## src/rtl/multi_timer_pkg.sv

```systemverilog
// multi_timer_pkg: register offsets and CTRL bit positions shared by the
// multi-channel timer and its per-channel sub-module.
package multi_timer_pkg;

  // Register offsets within one channel's address window
  localparam logic [1:0] REG_LOAD_LO = 2'd0;
  localparam logic [1:0] REG_LOAD_HI = 2'd1;
  localparam logic [1:0] REG_CTRL    = 2'd2;
  localparam logic [1:0] REG_PRESC   = 2'd3;

  // CTRL bit indices
  localparam int CTRL_EN  = 0;
  localparam int CTRL_PER = 1;
  localparam int CTRL_PSC = 2;

endpackage

```

## src/rtl/multi_timer_ch.sv

```systemverilog
// multi_timer_ch: one timer channel. Holds the reload register, CTRL, the
// down-counter and the sticky interrupt-pending flag.
module multi_timer_ch
  import multi_timer_pkg::*;
#(
  parameter int CW = 16,
  parameter int DW = 8
) (
  input  logic          clk,
  input  logic          reset,
  input  logic          i_we_lo,
  input  logic          i_we_hi,
  input  logic          i_we_ctrl,
  input  logic [DW-1:0] i_wdata,
  input  logic          i_strobe,
  input  logic          i_ack,
  output logic [CW-1:0] o_count,
  output logic [2:0]    o_ctrl,
  output logic          o_irq
);

  logic [CW-1:0] r_reload;
  logic [CW-1:0] r_count;
  logic [2:0]    r_ctrl;
  logic          r_irq;
  logic          w_tick;
  logic          w_start;
  logic          w_expire;

  // A PSC channel advances only on the shared prescaler strobe
  assign w_tick   = r_ctrl[CTRL_PSC] ? i_strobe : 1'b1;
  // Only an EN 0->1 transition reloads; rewriting EN=1 keeps counting
  assign w_start  = i_we_ctrl & i_wdata[CTRL_EN] & ~r_ctrl[CTRL_EN];
  assign w_expire = ~w_start & r_ctrl[CTRL_EN] & w_tick & (r_count == '0);

  // Reload register: new values are picked up at the next reload only
  always_ff @(posedge clk or posedge reset) begin
    if (reset) begin
      r_reload <= '0;
    end else begin
      if (i_we_lo) r_reload[DW-1:0]  <= i_wdata;
      if (i_we_hi) r_reload[CW-1:DW] <= i_wdata[CW-DW-1:0];
    end
  end

  // CTRL register; a one-shot expiry drops EN unless software writes CTRL
  always_ff @(posedge clk or posedge reset) begin
    if (reset) begin
      r_ctrl <= '0;
    end else if (i_we_ctrl) begin
      r_ctrl <= i_wdata[2:0];
    end else if (w_expire && !r_ctrl[CTRL_PER]) begin
      r_ctrl[CTRL_EN] <= 1'b0;
    end
  end

  // Down-counter: load on enable, decrement per tick, reload or hold at 0
  always_ff @(posedge clk or posedge reset) begin
    if (reset) begin
      r_count <= '0;
    end else if (w_start) begin
      r_count <= r_reload;
    end else if (r_ctrl[CTRL_EN] && w_tick) begin
      if (r_count != '0)          r_count <= r_count - CW'(1);
      else if (r_ctrl[CTRL_PER])  r_count <= r_reload;
    end
  end

  // Sticky pending flag; expiry beats a simultaneous acknowledge
  always_ff @(posedge clk or posedge reset) begin
    if (reset)         r_irq <= 1'b0;
    else if (w_expire) r_irq <= 1'b1;
    else if (i_ack)    r_irq <= 1'b0;
  end

  assign o_count = r_count;
  assign o_ctrl  = r_ctrl;
  assign o_irq   = r_irq;

endmodule

```

## src/rtl/multi_timer.sv

```systemverilog
// multi_timer: NCH-channel programmable down-counter timer with per-channel
// sticky interrupts. Address = {channel, reg}. Optional shared prescaler is
// built when MULTI_TIMER_PRESCALER_EN is defined.
module multi_timer
  import multi_timer_pkg::*;
#(
  parameter int NCH = 4,
  parameter int CW  = 16,
  parameter int DW  = 8,
  parameter int AW  = $clog2(NCH) + 2
) (
  input  logic           clk,
  input  logic           reset,
  input  logic           we,
  input  logic [AW-1:0]  addr,
  input  logic [DW-1:0]  wdata,
  output logic [DW-1:0]  rdata,
  input  logic [NCH-1:0] ack,
  output logic [NCH-1:0] irq
);

  logic [AW-1:0] w_ch;
  logic [1:0]    w_reg;
  logic          w_strobe;
  logic [DW-1:0] w_presc_rd;
  logic [CW-1:0] w_count [NCH];
  logic [2:0]    w_ctrl  [NCH];

  assign w_ch  = addr >> 2;
  assign w_reg = addr[1:0];

`ifdef MULTI_TIMER_PRESCALER_EN
  logic [DW-1:0] r_presc;
  logic [DW-1:0] r_psc_cnt;

  assign w_strobe   = (r_psc_cnt == r_presc);
  assign w_presc_rd = r_presc;

  // Shared prescaler: one strobe every PRESC+1 clocks, restarted by a write
  always_ff @(posedge clk or posedge reset) begin
    if (reset) begin
      r_presc   <= '0;
      r_psc_cnt <= '0;
    end else if (we && w_reg == REG_PRESC) begin
      r_presc   <= wdata;
      r_psc_cnt <= '0;
    end else if (w_strobe) begin
      r_psc_cnt <= '0;
    end else begin
      r_psc_cnt <= r_psc_cnt + DW'(1);
    end
  end
`else
  assign w_strobe   = 1'b1;
  assign w_presc_rd = '0;
`endif

  for (genvar g = 0; g < NCH; g++) begin : g_ch
    logic w_sel;
    assign w_sel = we && (w_ch == AW'(g));

    multi_timer_ch #(.CW(CW), .DW(DW)) u_ch (
      .clk       (clk),
      .reset     (reset),
      .i_we_lo   (w_sel && w_reg == REG_LOAD_LO),
      .i_we_hi   (w_sel && w_reg == REG_LOAD_HI),
      .i_we_ctrl (w_sel && w_reg == REG_CTRL),
      .i_wdata   (wdata),
      .i_strobe  (w_strobe),
      .i_ack     (ack[g]),
      .o_count   (w_count[g]),
      .o_ctrl    (w_ctrl[g]),
      .o_irq     (irq[g])
    );
  end

  // Readback mux; PRESC is shared so its channel field is ignored
  always_comb begin
    logic [2*DW-1:0] v_ext;
    rdata = '0;
    v_ext = '0;
    for (int i = 0; i < NCH; i++) begin
      if (w_ch == AW'(i)) begin
        v_ext[CW-1:0] = w_count[i];
        case (w_reg)
          REG_LOAD_LO: rdata = v_ext[DW-1:0];
          REG_LOAD_HI: rdata = v_ext[2*DW-1:DW];
          REG_CTRL:    rdata = DW'({irq[i], w_ctrl[i]});
          default:     rdata = '0;
        endcase
      end
    end
    if (w_reg == REG_PRESC) rdata = w_presc_rd;
  end

endmodule

```

## config.mk

```make
export PLATFORM = sky130hd
export DESIGN_NAME = multi_timer
export DESIGN_NICKNAME = d
export VERILOG_FILES = /design/src/rtl/multi_timer_pkg.sv /design/src/rtl/multi_timer_ch.sv /design/src/rtl/multi_timer.sv
export SDC_FILE = /design/constraint.sdc
export NUM_CORES = 1
export LEC_CHECK = 0
export ABC_CLOCK_PERIOD_IN_PS = 9900
export CAP_MARGIN = 0
export CORE_ASPECT_RATIO = 1.75
export CORE_MARGIN = 4
export CORE_UTILIZATION = 45
export DETAILED_ROUTE_END_ITERATION = 7
export HOLD_SLACK_MARGIN = 0.15
export PLACE_DENSITY_LB_ADDON = 0.1
export SLEW_MARGIN = 20
export SYNTH_ARGS = -nofsm -noshare
export SYNTH_HDL_FRONTEND = slang
export SYNTH_SLANG_ARGS = --single-unit
export TNS_END_PERCENT = 30
```

## constraint.sdc

```tcl
create_clock -name clk -period 9.9 [get_ports clk]
set_clock_uncertainty 0.05 [all_clocks]
set_input_delay 1.98 -clock clk [delete_from_list [all_inputs] [get_ports clk]]
set_output_delay 1.98 -clock clk [all_outputs]
set_load 0.02 [all_outputs]
```

==> results.cfg, run 1 <==
[finish]
finalNetCount = 855
final_layout_size_suffix_gt1_share_pct = 16.69
syn2layout_area_growth_pct = 12.37
insertedDiodeCount = 0
final_instance_count_excl_fillers = 1073
post-route-util_pct = 51.43

[floorplan]
ios = 31
initial_utilization_pct = 45.77
dieWidth_um = 110.4
chipHeight_um = 187.3
coreArea_um2 = 18050
placement_rows = 65
floorplan.die_area_um2 = 20680

[sta]
transition_time_at_the_pin_with_the_least_slew_margin_ns = 1.035
finalWorstPathRequiredPeriod_ns = 7.195
setup_tns_ns = 0
finalMaxSlewViolations = 0
timing.final.hold_violations = 0
fin_crit_sh_pct = 72.68
max-slew-margin-rel_pct = 30.55
rsz_0062_raised_after_global_routing = no
number_of_endpoints_failing_setup_at_the_final_stage = 0
clock.fmax_ghz = 0.1390

[cts]
tritoncts = built
cts_setup_buffers = 0
clock_sink_count = 144
cts_h_tree_lvls = 4
cts-resized-gates = 0
cts-buffers-inserted = 17
clkSlewWorstSetupHoldPaths_ns = 0.06
clk_path_buf_depth = 2
cts-root-buf = clkbuf_16
worstSkewPairLatency_ns = 0.43
ctsHoldBuffers = 0

[placement]
placed_cells = 1043
gpl.final_weighted_congestion = 0.8811
placement.io_buffers = 30
place.detailed.hpwl_mm = 16.40

[synth]
synthesis.yosys.warnings = 0
synthesis.instances = 818
synth.area.top_cells = dfrtp_1, mux2_2, mux2i_1, o21ai_0, o2bb2ai_1
synth.distinct_cells = 63
synth-seq-cells = 144
syn-num-nets = 845
synthesis.area_per_instance_um2 = 10.10
synth.cell_area_um2 = 8263
ys_async_sr_fraction_pct = 100.0
synth.largest_area_cell = dfrtp_1
ys_dominant_reg_cell = dfrtp_1
synth_top_area_share_pct = 43.61
synth_enable_flop_cells = 0
ys_seq_area_share_pct = 43.61

[setup_path]
path_class = in2out
cell_breakdown_of_the_critical_path = clkdlybuf4s50_1 -> buf_4 -> nor2b_1 -> a211oi_1 -> a211o_1 -> a222oi_1 -> clkdlybuf4s50_1
critical_path_start_type = input port
crit_required_ns = 7.87
path_delay_family = buffers and inverters
worst-endpoint-arrival_ns = 5.16
critical-path-top-cell-by-count = clkdlybuf4s50_1
crit_path_top_delay_cell = clkdlybuf4s50_1
crit-reg2reg-launch = g_ch[2].u_ch.o_count[8]
cp_max_fo = 38
worstPathBufferInverterCount = 3
critPathMaxStageDelay_ns = 0.71
crit-reg2reg-capture = g_ch[2].u_ch.o_count[10]
critPathCaptureType = output port
timing.reg2reg.worst_path_depth = 5
setup.reg_to_reg.worst_slack_ns = 7.24

[hold_path]
min_delay_worst_endpoint = g_ch[0].u_ch.r_reload[12]
worst_hold_path.num_cells = 1
min-delay-start = g_ch[0].u_ch.r_reload[12]
worst_hold_path_type = reg2reg

[global_route]
grt_max_degree = 95
globalRouteOverflowTotal = 0
grt_pass1_vias = 6857
antenna_violations_before_repair = 0
grt_first_pass_wirelength_mm = 38.32
grt.total_usage_pct = 23.47

[power_and_ir_drop]
ir_worst_vdd_mv = 0.1178
power.leakage_nw = 4.033
power.density_nw_per_um2 = 240.1

[detailed_routing]
route.detailed.drc = 0
vias_per_cell = 6.238
drtAntennaViolNets = 0
wire_per_inst_um = 22.13
total_wirelength_of_the_detailed_routed_design_mm = 23.74
detailroute.via_count = 6693
detailed_route_iter0_violations = 422
dr.pass1.iters = 6

[job]
maxCapViolations = 0

[run_status]
run_status = finished, final reports clean
==> metal layers <==
metal	global-route usage (%)	vias up	part of all wire, %
met4	10.62	0	4.3
li1	-	3063	-
met2	39.57	214	50
met3	4.888	62	4.4
met1	28.80	3354	41
met5	0	-	0
==> stage by stage <==
step | hold slack [ns] | area, um2 | setup slack, ns | total power, W
6_report | 0.4533 | 9285 | 2.705 | 0.002230
3_5_place_dp | 0.4455 | 8730 | 2.688 | 0.001621
4_1_cts | 0.4551 | 9279 | 2.674 | 0.002237
3_3_place_gp | 0.4374 | 8716 | 2.726 | 0.001598
5_1_grt | 0.4580 | 9285 | 2.542 | 0.002359
2_1_floorplan | 0.4238 | 8263 | 4.004 | 0.001384
==> kinds of logic after synthesis <==
family / synth area share, %
simple gates: 15.37
buf+inv: 4.482
fa+ha+maj: 1.211
flops: 43.61
mux: 19.85
compound gates: 15.48
==> cells in the mapped netlist, types with 6 or more instances <==
cell / number
buf_2: 20
dfrtp_1: 144
o2bb2ai_1: 29
inv_1: 37
or3_1: 9
nand3_1: 19
a21oi_1: 22
a2bb2oi_1: 10
nor2_1: 59
ha_1: 8
clkbuf_1: 19
mux2_2: 73
nand2_1: 48
a22oi_1: 12
nand4_1: 6
mux4_2: 7
nor3_1: 35
mux2i_1: 66
o21ai_0: 67
nor4_1: 19
o22ai_1: 17
nand2b_1: 11
==> power by group <==
part           leakage [nW]  internal [W]  total [W]  switching, W
clock                 0.272      0.000367   0.000609      0.000242
sequential             1.78      0.000761    0.00100      0.000239
combinational          1.98      0.000290   0.000620      0.000330
==> layout by cell type, fill, tap and decap left out, types with 3 or more instances in the layout <==
| cell | count |
|---|---|
| nor4_1 | 19 |
| ha_1 | 8 |
| nor3_1 | 35 |
| nor2b_1 | 4 |
| clkbuf_16 | 17 |
| mux4_2 | 7 |
| inv_1 | 36 |
| clkinv_2 | 4 |
| o2bb2ai_1 | 29 |
| a22oi_1 | 12 |
| o21ai_1 | 4 |
| a2bb2oi_1 | 9 |
| clkdlybuf4s50_1 | 30 |
| o21ai_0 | 65 |
| a21oi_1 | 21 |
| or2_2 | 4 |
| nand2b_1 | 11 |
| or4_1 | 3 |
| clkbuf_1 | 3 |
| a22o_1 | 4 |
| or3_1 | 9 |
| nand4_1 | 6 |
| clkbuf_8 | 4 |
| nor4b_1 | 3 |
| nand2_1 | 48 |
| a222oi_1 | 3 |
| mux2i_1 | 66 |
| nor2_1 | 59 |
| dfrtp_1 | 144 |
| nand3_1 | 19 |
| o22ai_1 | 16 |
| mux2_2 | 73 |
| buf_4 | 10 |
| o211ai_1 | 4 |
| a31oi_1 | 3 |
==> worst max path at each step <==
| stage | slack [ns] | start | end | cells past startpoint |
|---|---|---|---|---|
| global placement | 2.73 | addr[0] | rdata[3] | 7 |
| CTS | 2.67 | addr[0] | rdata[3] | 7 |
| global route | 2.54 | addr[0] | rdata[3] | 7 |
| finish | 2.71 | addr[0] | rdata[2] | 7 |
| floorplan | 4.00 | reset | g_ch[0].u_ch.o_count[0] | 1 |
| detailed placement | 2.69 | addr[0] | rdata[3] | 7 |
==> registers in the layout, summed over array words and instances (netlist names) <==
signal / flops
g_ch.u_ch.r_reload: 64
g_ch.u_ch.o_ctrl: 12
g_ch.u_ch.o_count: 64
g_ch.u_ch.o_irq: 4
==> cell type report <==
cell class / instances / area [um2]
multi-input combinational: 588 / 4320
fill: 1708 / 8770
clock inverter: 6 / 57.56
tap: 234 / 292.8
inverter: 37 / 143.9
sequential: 144 / 3603
clock buffer: 24 / 491.7
timing repair buffer: 40 / 375.4
Note: power is estimated with default switching activity, not from simulation.
==> inputs of run 2 (changes only) <==
--- a/config.mk
+++ b/config.mk
@@ -5,7 +5,7 @@
 export SDC_FILE = /design/constraint.sdc
 export NUM_CORES = 1
 export LEC_CHECK = 0
-export ABC_CLOCK_PERIOD_IN_PS = 9900
+export ABC_CLOCK_PERIOD_IN_PS = 6000
 export CAP_MARGIN = 0
 export CORE_ASPECT_RATIO = 1.75
 export CORE_MARGIN = 4
==> constraint.sdc (replaced) <==
create_clock -name clk -period 6 [get_ports clk]
set_clock_uncertainty 0.05 [all_clocks]
set_input_delay 1.2 -clock clk [delete_from_list [all_inputs] [get_ports clk]]
set_output_delay 1.2 -clock clk [all_outputs]
set_load 0.02 [all_outputs]
==> run 2 against run 1 <==
Non-clock buffer count rose by 4. First-iteration DRC count down 5.0%. Clock power up 81%. Register-to-register slack lost 3.9 ns. Die area did not move. Critical path type unchanged. Final cell count rose by 0.56%.
==> results.cfg, run 2 (synthesized netlist as in run 1, its figures left out) <==
[run_status]
run_status = finished, final reports clean

[cts]
clkSlewWorstSetupHoldPaths_ns = 0.06
cts_h_tree_lvls = 4
cts_setup_buffers = 0
ctsHoldBuffers = 0
clk_path_buf_depth = 2
clock_sink_count = 144
tritoncts = built
worstSkewPairLatency_ns = 0.43
cts-resized-gates = 0
cts-buffers-inserted = 17
cts-root-buf = clkbuf_16

[sta]
max-slew-margin-rel_pct = 33.86
rsz_0062_raised_after_global_routing = no
timing.final.hold_violations = 0
transition_time_at_the_pin_with_the_least_slew_margin_ns = 0.9890
number_of_endpoints_failing_setup_at_the_final_stage = 0
finalWorstPathRequiredPeriod_ns = 5.254
clock.fmax_ghz = 0.1903
worst_slack_ns = 0.7461
setup_tns_ns = 0
finalMaxSlewViolations = 0
fin_crit_sh_pct = 87.56

[floorplan]
ios = 31
coreArea_um2 = 18050
initial_utilization_pct = 45.77
floorplan.die_area_um2 = 20680
placement_rows = 65
chipHeight_um = 187.3
dieWidth_um = 110.4

[global_route]
grt_max_degree = 111
grt.total_usage_pct = 23.49
globalRouteOverflowTotal = 0
grt_pass1_vias = 6900
grt_first_pass_wirelength_mm = 38.55
antenna_violations_before_repair = 0

[finish]
layout_common_cells = dfrtp_1, mux2_2, o21ai_0, mux2i_1, nor2_1
insertedDiodeCount = 0
syn2layout_area_growth_pct = 13.87
final_layout_size_suffix_gt1_share_pct = 17.63
post-route-util_pct = 52.11
layout_commonest_cell = dfrtp_1
finalNetCount = 859

[setup_path]
critPathCaptureType = output port
setup.reg_to_reg.worst_slack_ns = 3.32
crit_path_end = rdata[3]
crit-reg2reg-launch = g_ch[2].u_ch.o_count[8]
worst-endpoint-arrival_ns = 4.00
crit_required_ns = 4.75
critical_path_start_type = input port
timing.reg2reg.worst_path_depth = 5
cp_max_fo = 13
path_class = in2out
crit-reg2reg-capture = g_ch[2].u_ch.o_count[9]
setup.worst_path.start = addr[1]

[power_and_ir_drop]
seqPwrFrac_pct = 43.9
power.leakage_nw = 4.095
switchingPower_w = 0.001346
power_switching_share_pct = 35.65
p_clk_share_pct = 29.1
pwr-share-comb_pct = 27.0
power.density_nw_per_um2 = 401.1
ir_worst_vdd_mv = 0.1983
internal-power_w = 0.002429

[detailed_routing]
detailed_route_iter0_violations = 401
vias_per_cell = 6.164
detailroute.via_count = 6651
route.detailed.drc = 0
drtAntennaViolNets = 0
dr.pass1.iters = 5
wire_per_inst_um = 22.00
total_wirelength_of_the_detailed_routed_design_mm = 23.74

[hold_path]
worst_hold_path_type = reg2reg
worst_hold_path.num_cells = 1

[placement]
gpl.final_weighted_congestion = 0.9208
placement.io_buffers = 30
place.detailed.hpwl_mm = 16.53
pre_cts_ws_ns = 0.7269

[job]
maxCapViolations = 0
-- run 2: changes by cell type in the layout (fill, tap and decap cells not counted), moves of 2 or more --
cell       change
buf_4          +3
clkbuf_1       -3
bufinv_16      +2
clkinv_2       +2
-- run 2: critical path, stage by stage --
cell and delay [ns]:
clkdlybuf4s50_1 0.71, buf_4 0.28, mux2i_1 0.09, nor2_1 0.10
a21oi_1 0.06, a211o_1 0.31, a222oi_1 0.54, clkdlybuf4s50_1 0.71
-- run 2: cell type report --
class,count,area [um2]
Inverter,37,143.9
Sequential cell,144,3603
Multi-Input combinational cell,588,4328
Clock inverter,11,135.1
Timing Repair Buffer,44,425.4
Fill cell,1724,8646
Tap cell,234,292.8
Clock buffer,21,480.5
-- run 2: through the flow --
| stage | hold slack (ns) | cell area [um2] | power, W | instances |
|---|---|---|---|---|
| floorplan | 0.4238 | 8263 | 0.002283 | 818 |
| detailed placement | 0.4414 | 8753 | 0.002675 | 1046 |
| finish | 0.4496 | 9409 | 0.003774 | 1079 |
| global placement | 0.4340 | 8738 | 0.002644 | 1046 |
| CTS | 0.4544 | 9369 | 0.003785 | 1078 |
| global route | 0.4690 | 9409 | 0.003995 | 1079 |
-- run 2: how the worst min path moves through the flow --
stage | from | endpoint
after CTS | g_ch[0].u_ch.r_reload[15] | g_ch[0].u_ch.r_reload[15]
after detailed placement | g_ch[0].u_ch.r_reload[15] | g_ch[0].u_ch.r_reload[15]
after global routing | g_ch[3].u_ch.r_reload[5] | g_ch[3].u_ch.r_reload[5]
after global placement | g_ch[0].u_ch.r_reload[15] | g_ch[0].u_ch.r_reload[15]
after floorplan | g_ch[2].u_ch.o_count[7] | g_ch[2].u_ch.o_count[7]
final | g_ch[0].u_ch.r_reload[15] | g_ch[0].u_ch.r_reload[15]
-- run 2: power groups by stage --
stage	clock network (W)	logic [W]	registers [W]
after detailed placement	0	0.00101	0.00166
after global placement	0	0.000988	0.00166
after global routing	0.00117	0.00113	0.00169
after floorplan	0	0.000802	0.00148
final	0.00110	0.00102	0.00166
after CTS	0.00112	0.00102	0.00165
-- run 2: layer usage --
metal | vias up | track usage (%) | wire length, um
li1 | 3079 | - | -
met1 | 3314 | 28.25 | 9603
met2 | 191 | 39.45 | 11990
met3 | 67 | 4.532 | 927
met4 | 0 | 12.75 | 1214
met5 | - | 0 | 0
==> inputs of run 3 (changes only) <==
--- a/config.mk
+++ b/config.mk
@@ -10,10 +10,11 @@
 export CORE_ASPECT_RATIO = 1.75
 export CORE_MARGIN = 4
 export CORE_UTILIZATION = 45
+export CTS_CLUSTER_SIZE = 40
 export DETAILED_ROUTE_END_ITERATION = 7
 export HOLD_SLACK_MARGIN = 0.15
 export PLACE_DENSITY_LB_ADDON = 0.1
-export SLEW_MARGIN = 20
+export SLEW_MARGIN = 10
 export SYNTH_ARGS = -nofsm -noshare
 export SYNTH_HDL_FRONTEND = slang
 export SYNTH_SLANG_ARGS = --single-unit
==> run 3 against run 2 <==
Fmax hardly changed. Sequential power about the same. Cell area fell by 0.49%. First-iteration DRC count grew 6.5%. Worst hold slack gained 0.0045 ns. Combinational power about the same. Core utilization shrank 0.26 points. Setup slack got worse by 0.0023 ns. Wire length up 0.11%. Register-to-register slack got worse by 0.10 ns. Final cell count is essentially flat. Power about the same. Critical path type unchanged.
==> results.cfg, run 3 (synthesized netlist as in run 1, its figures left out) <==
[finish]
final_layout_size_suffix_gt1_share_pct = 17.18
syn2layout_area_growth_pct = 13.31
insertedDiodeCount = 0
layout_commonest_cell = dfrtp_1
finalNetCount = 858
layout_common_cells = dfrtp_1, mux2_2, o21ai_0, mux2i_1, nor2_1

[sta]
timing.final.hold_violations = 0
number_of_endpoints_failing_setup_at_the_final_stage = 0
max-slew-margin-rel_pct = 17.92
setup_tns_ns = 0
clock.fmax_ghz = 0.1903
transition_time_at_the_pin_with_the_least_slew_margin_ns = 1.231
finalWorstPathRequiredPeriod_ns = 5.256
fin_crit_sh_pct = 87.60
finalMaxSlewViolations = 0
rsz_0062_raised_after_global_routing = no

[setup_path]
crit-reg2reg-capture = g_ch[0].u_ch.o_count[15]
critPathMaxStageDelay_ns = 0.72
cell_breakdown_of_the_critical_path = clkdlybuf4s50_1 -> buf_4 -> mux2i_1 -> nor2_1 -> a21oi_1 -> a211o_1 -> a222oi_1 -> clkdlybuf4s50_1
crit_required_ns = 4.75
crit_path_top_delay_cell = clkdlybuf4s50_1
critical-path-top-cell-by-count = clkdlybuf4s50_1
path_class = in2out
timing.reg2reg.worst_path_depth = 5
worst-endpoint-arrival_ns = 4.01
critical_path_start_type = input port
setup.reg_to_reg.worst_slack_ns = 3.22
cp_max_fo = 13
crit-reg2reg-launch = g_ch[0].u_ch.o_count[4]
critPathCaptureType = output port

[cts]
ctsHoldBuffers = 0
clock_sink_count = 144
cts_setup_buffers = 0
cts-root-buf = clkbuf_16
cts_h_tree_lvls = 4
clkSlewWorstSetupHoldPaths_ns = 0.06
cts-buffers-inserted = 17
tritoncts = built
cts-resized-gates = 0
worstSkewPairLatency_ns = 0.44
clk_path_buf_depth = 2

[floorplan]
chipHeight_um = 187.3
initial_utilization_pct = 45.77
ios = 31
dieWidth_um = 110.4
placement_rows = 65
floorplan.die_area_um2 = 20680
coreArea_um2 = 18050

[hold_path]
min_delay_worst_endpoint = g_ch[0].u_ch.r_reload[4]
worst_hold_path_type = reg2reg
worst_hold_path.num_cells = 1
min-delay-start = g_ch[0].u_ch.r_reload[4]

[global_route]
grt_first_pass_wirelength_mm = 38.54
grt.total_usage_pct = 23.62
globalRouteOverflowTotal = 0
grt_max_degree = 111
grt_pass1_vias = 6878
antenna_violations_before_repair = 0

[power_and_ir_drop]
power.leakage_nw = 4.073
power_switching_share_pct = 35.70
internal-power_w = 0.002427
totalPowerFinal_w = 0.003774
ir_worst_vdd_mv = 0.2146
p_clk_share_pct = 29.3
seqPwrFrac_pct = 43.9
power.density_nw_per_um2 = 403.1
switchingPower_w = 0.001347
pwr-share-comb_pct = 26.8

[placement]
placement.io_buffers = 30
gpl.final_weighted_congestion = 0.9208
place.detailed.hpwl_mm = 16.50

[detailed_routing]
wire_per_inst_um = 22.05
dr.pass1.iters = 5
route.detailed.drc = 0
drtAntennaViolNets = 0
detailroute.via_count = 6666
vias_per_cell = 6.184
total_wirelength_of_the_detailed_routed_design_mm = 23.77
detailed_route_iter0_violations = 427

[job]
maxCapViolations = 0

[run_status]
run_status = finished, final reports clean
## run 3: power by group through the flow
stage	Sequential, W	Combinational, W	Clock [W]
after global routing	0.00169	0.00113	0.00117
final	0.00166	0.00101	0.00111
after global placement	0.00166	0.000988	0
after CTS	0.00165	0.00101	0.00113
after detailed placement	0.00166	0.00101	0
after floorplan	0.00148	0.000802	0
## run 3: final cells by class
cell class / count / area (um2)
Fill cell: 1689 / 8692
Tap cell: 234 / 292.8
Clock inverter: 10 / 132.6
Multi-Input combinational cell: 588 / 4308
Inverter: 37 / 143.9
Sequential cell: 144 / 3603
Clock buffer: 22 / 484.2
Timing Repair Buffer: 43 / 397.9
## run 3: how the worst max path moves through the flow
stage                     depth (start not counted)  slack (ns)  startpoint                      end
after floorplan                                   1        0.88       reset  g_ch[0].u_ch.o_count[0]
after global placement                            8        0.75     addr[1]                 rdata[3]
after detailed placement                          8        0.72     addr[1]                 rdata[3]
after CTS                                         8        0.72     addr[1]                 rdata[3]
after global routing                              8        0.66     addr[1]                 rdata[3]
final                                             8        0.74     addr[1]                 rdata[3]
## run 3: stage by stage
step,utilization (%),instance area [um2],setup WS (ns),std cells,hold slack (ns)
after floorplan,-,8263,0.8837,818,0.4238
after global placement,48.40,8738,0.7464,1046,0.4340
after detailed placement,48.40,8738,0.7192,1046,0.4414
after CTS,51.82,9355,0.7154,1078,0.4552
after global routing,51.86,9363,0.6648,1078,0.4666
final,51.86,9363,0.7438,1078,0.4541
## run 3: routing by layer
metal	vias to the layer above	wire (um)	global-route usage, %
met1	3320	9478	28.02
li1	3069	-	-
met3	68	1075	4.500
met2	209	12130	40.34
met4	0	1079	12.38
met5	-	0	0
## run 3: worst max-delay path: cells and delay by family
kind	cells	cell delay (ns)
buffers and inverters	3	1.71
AOI/OAI and AO/OA	3	0.89
and+or+nand+nor	1	0.10
muxes	1	0.09
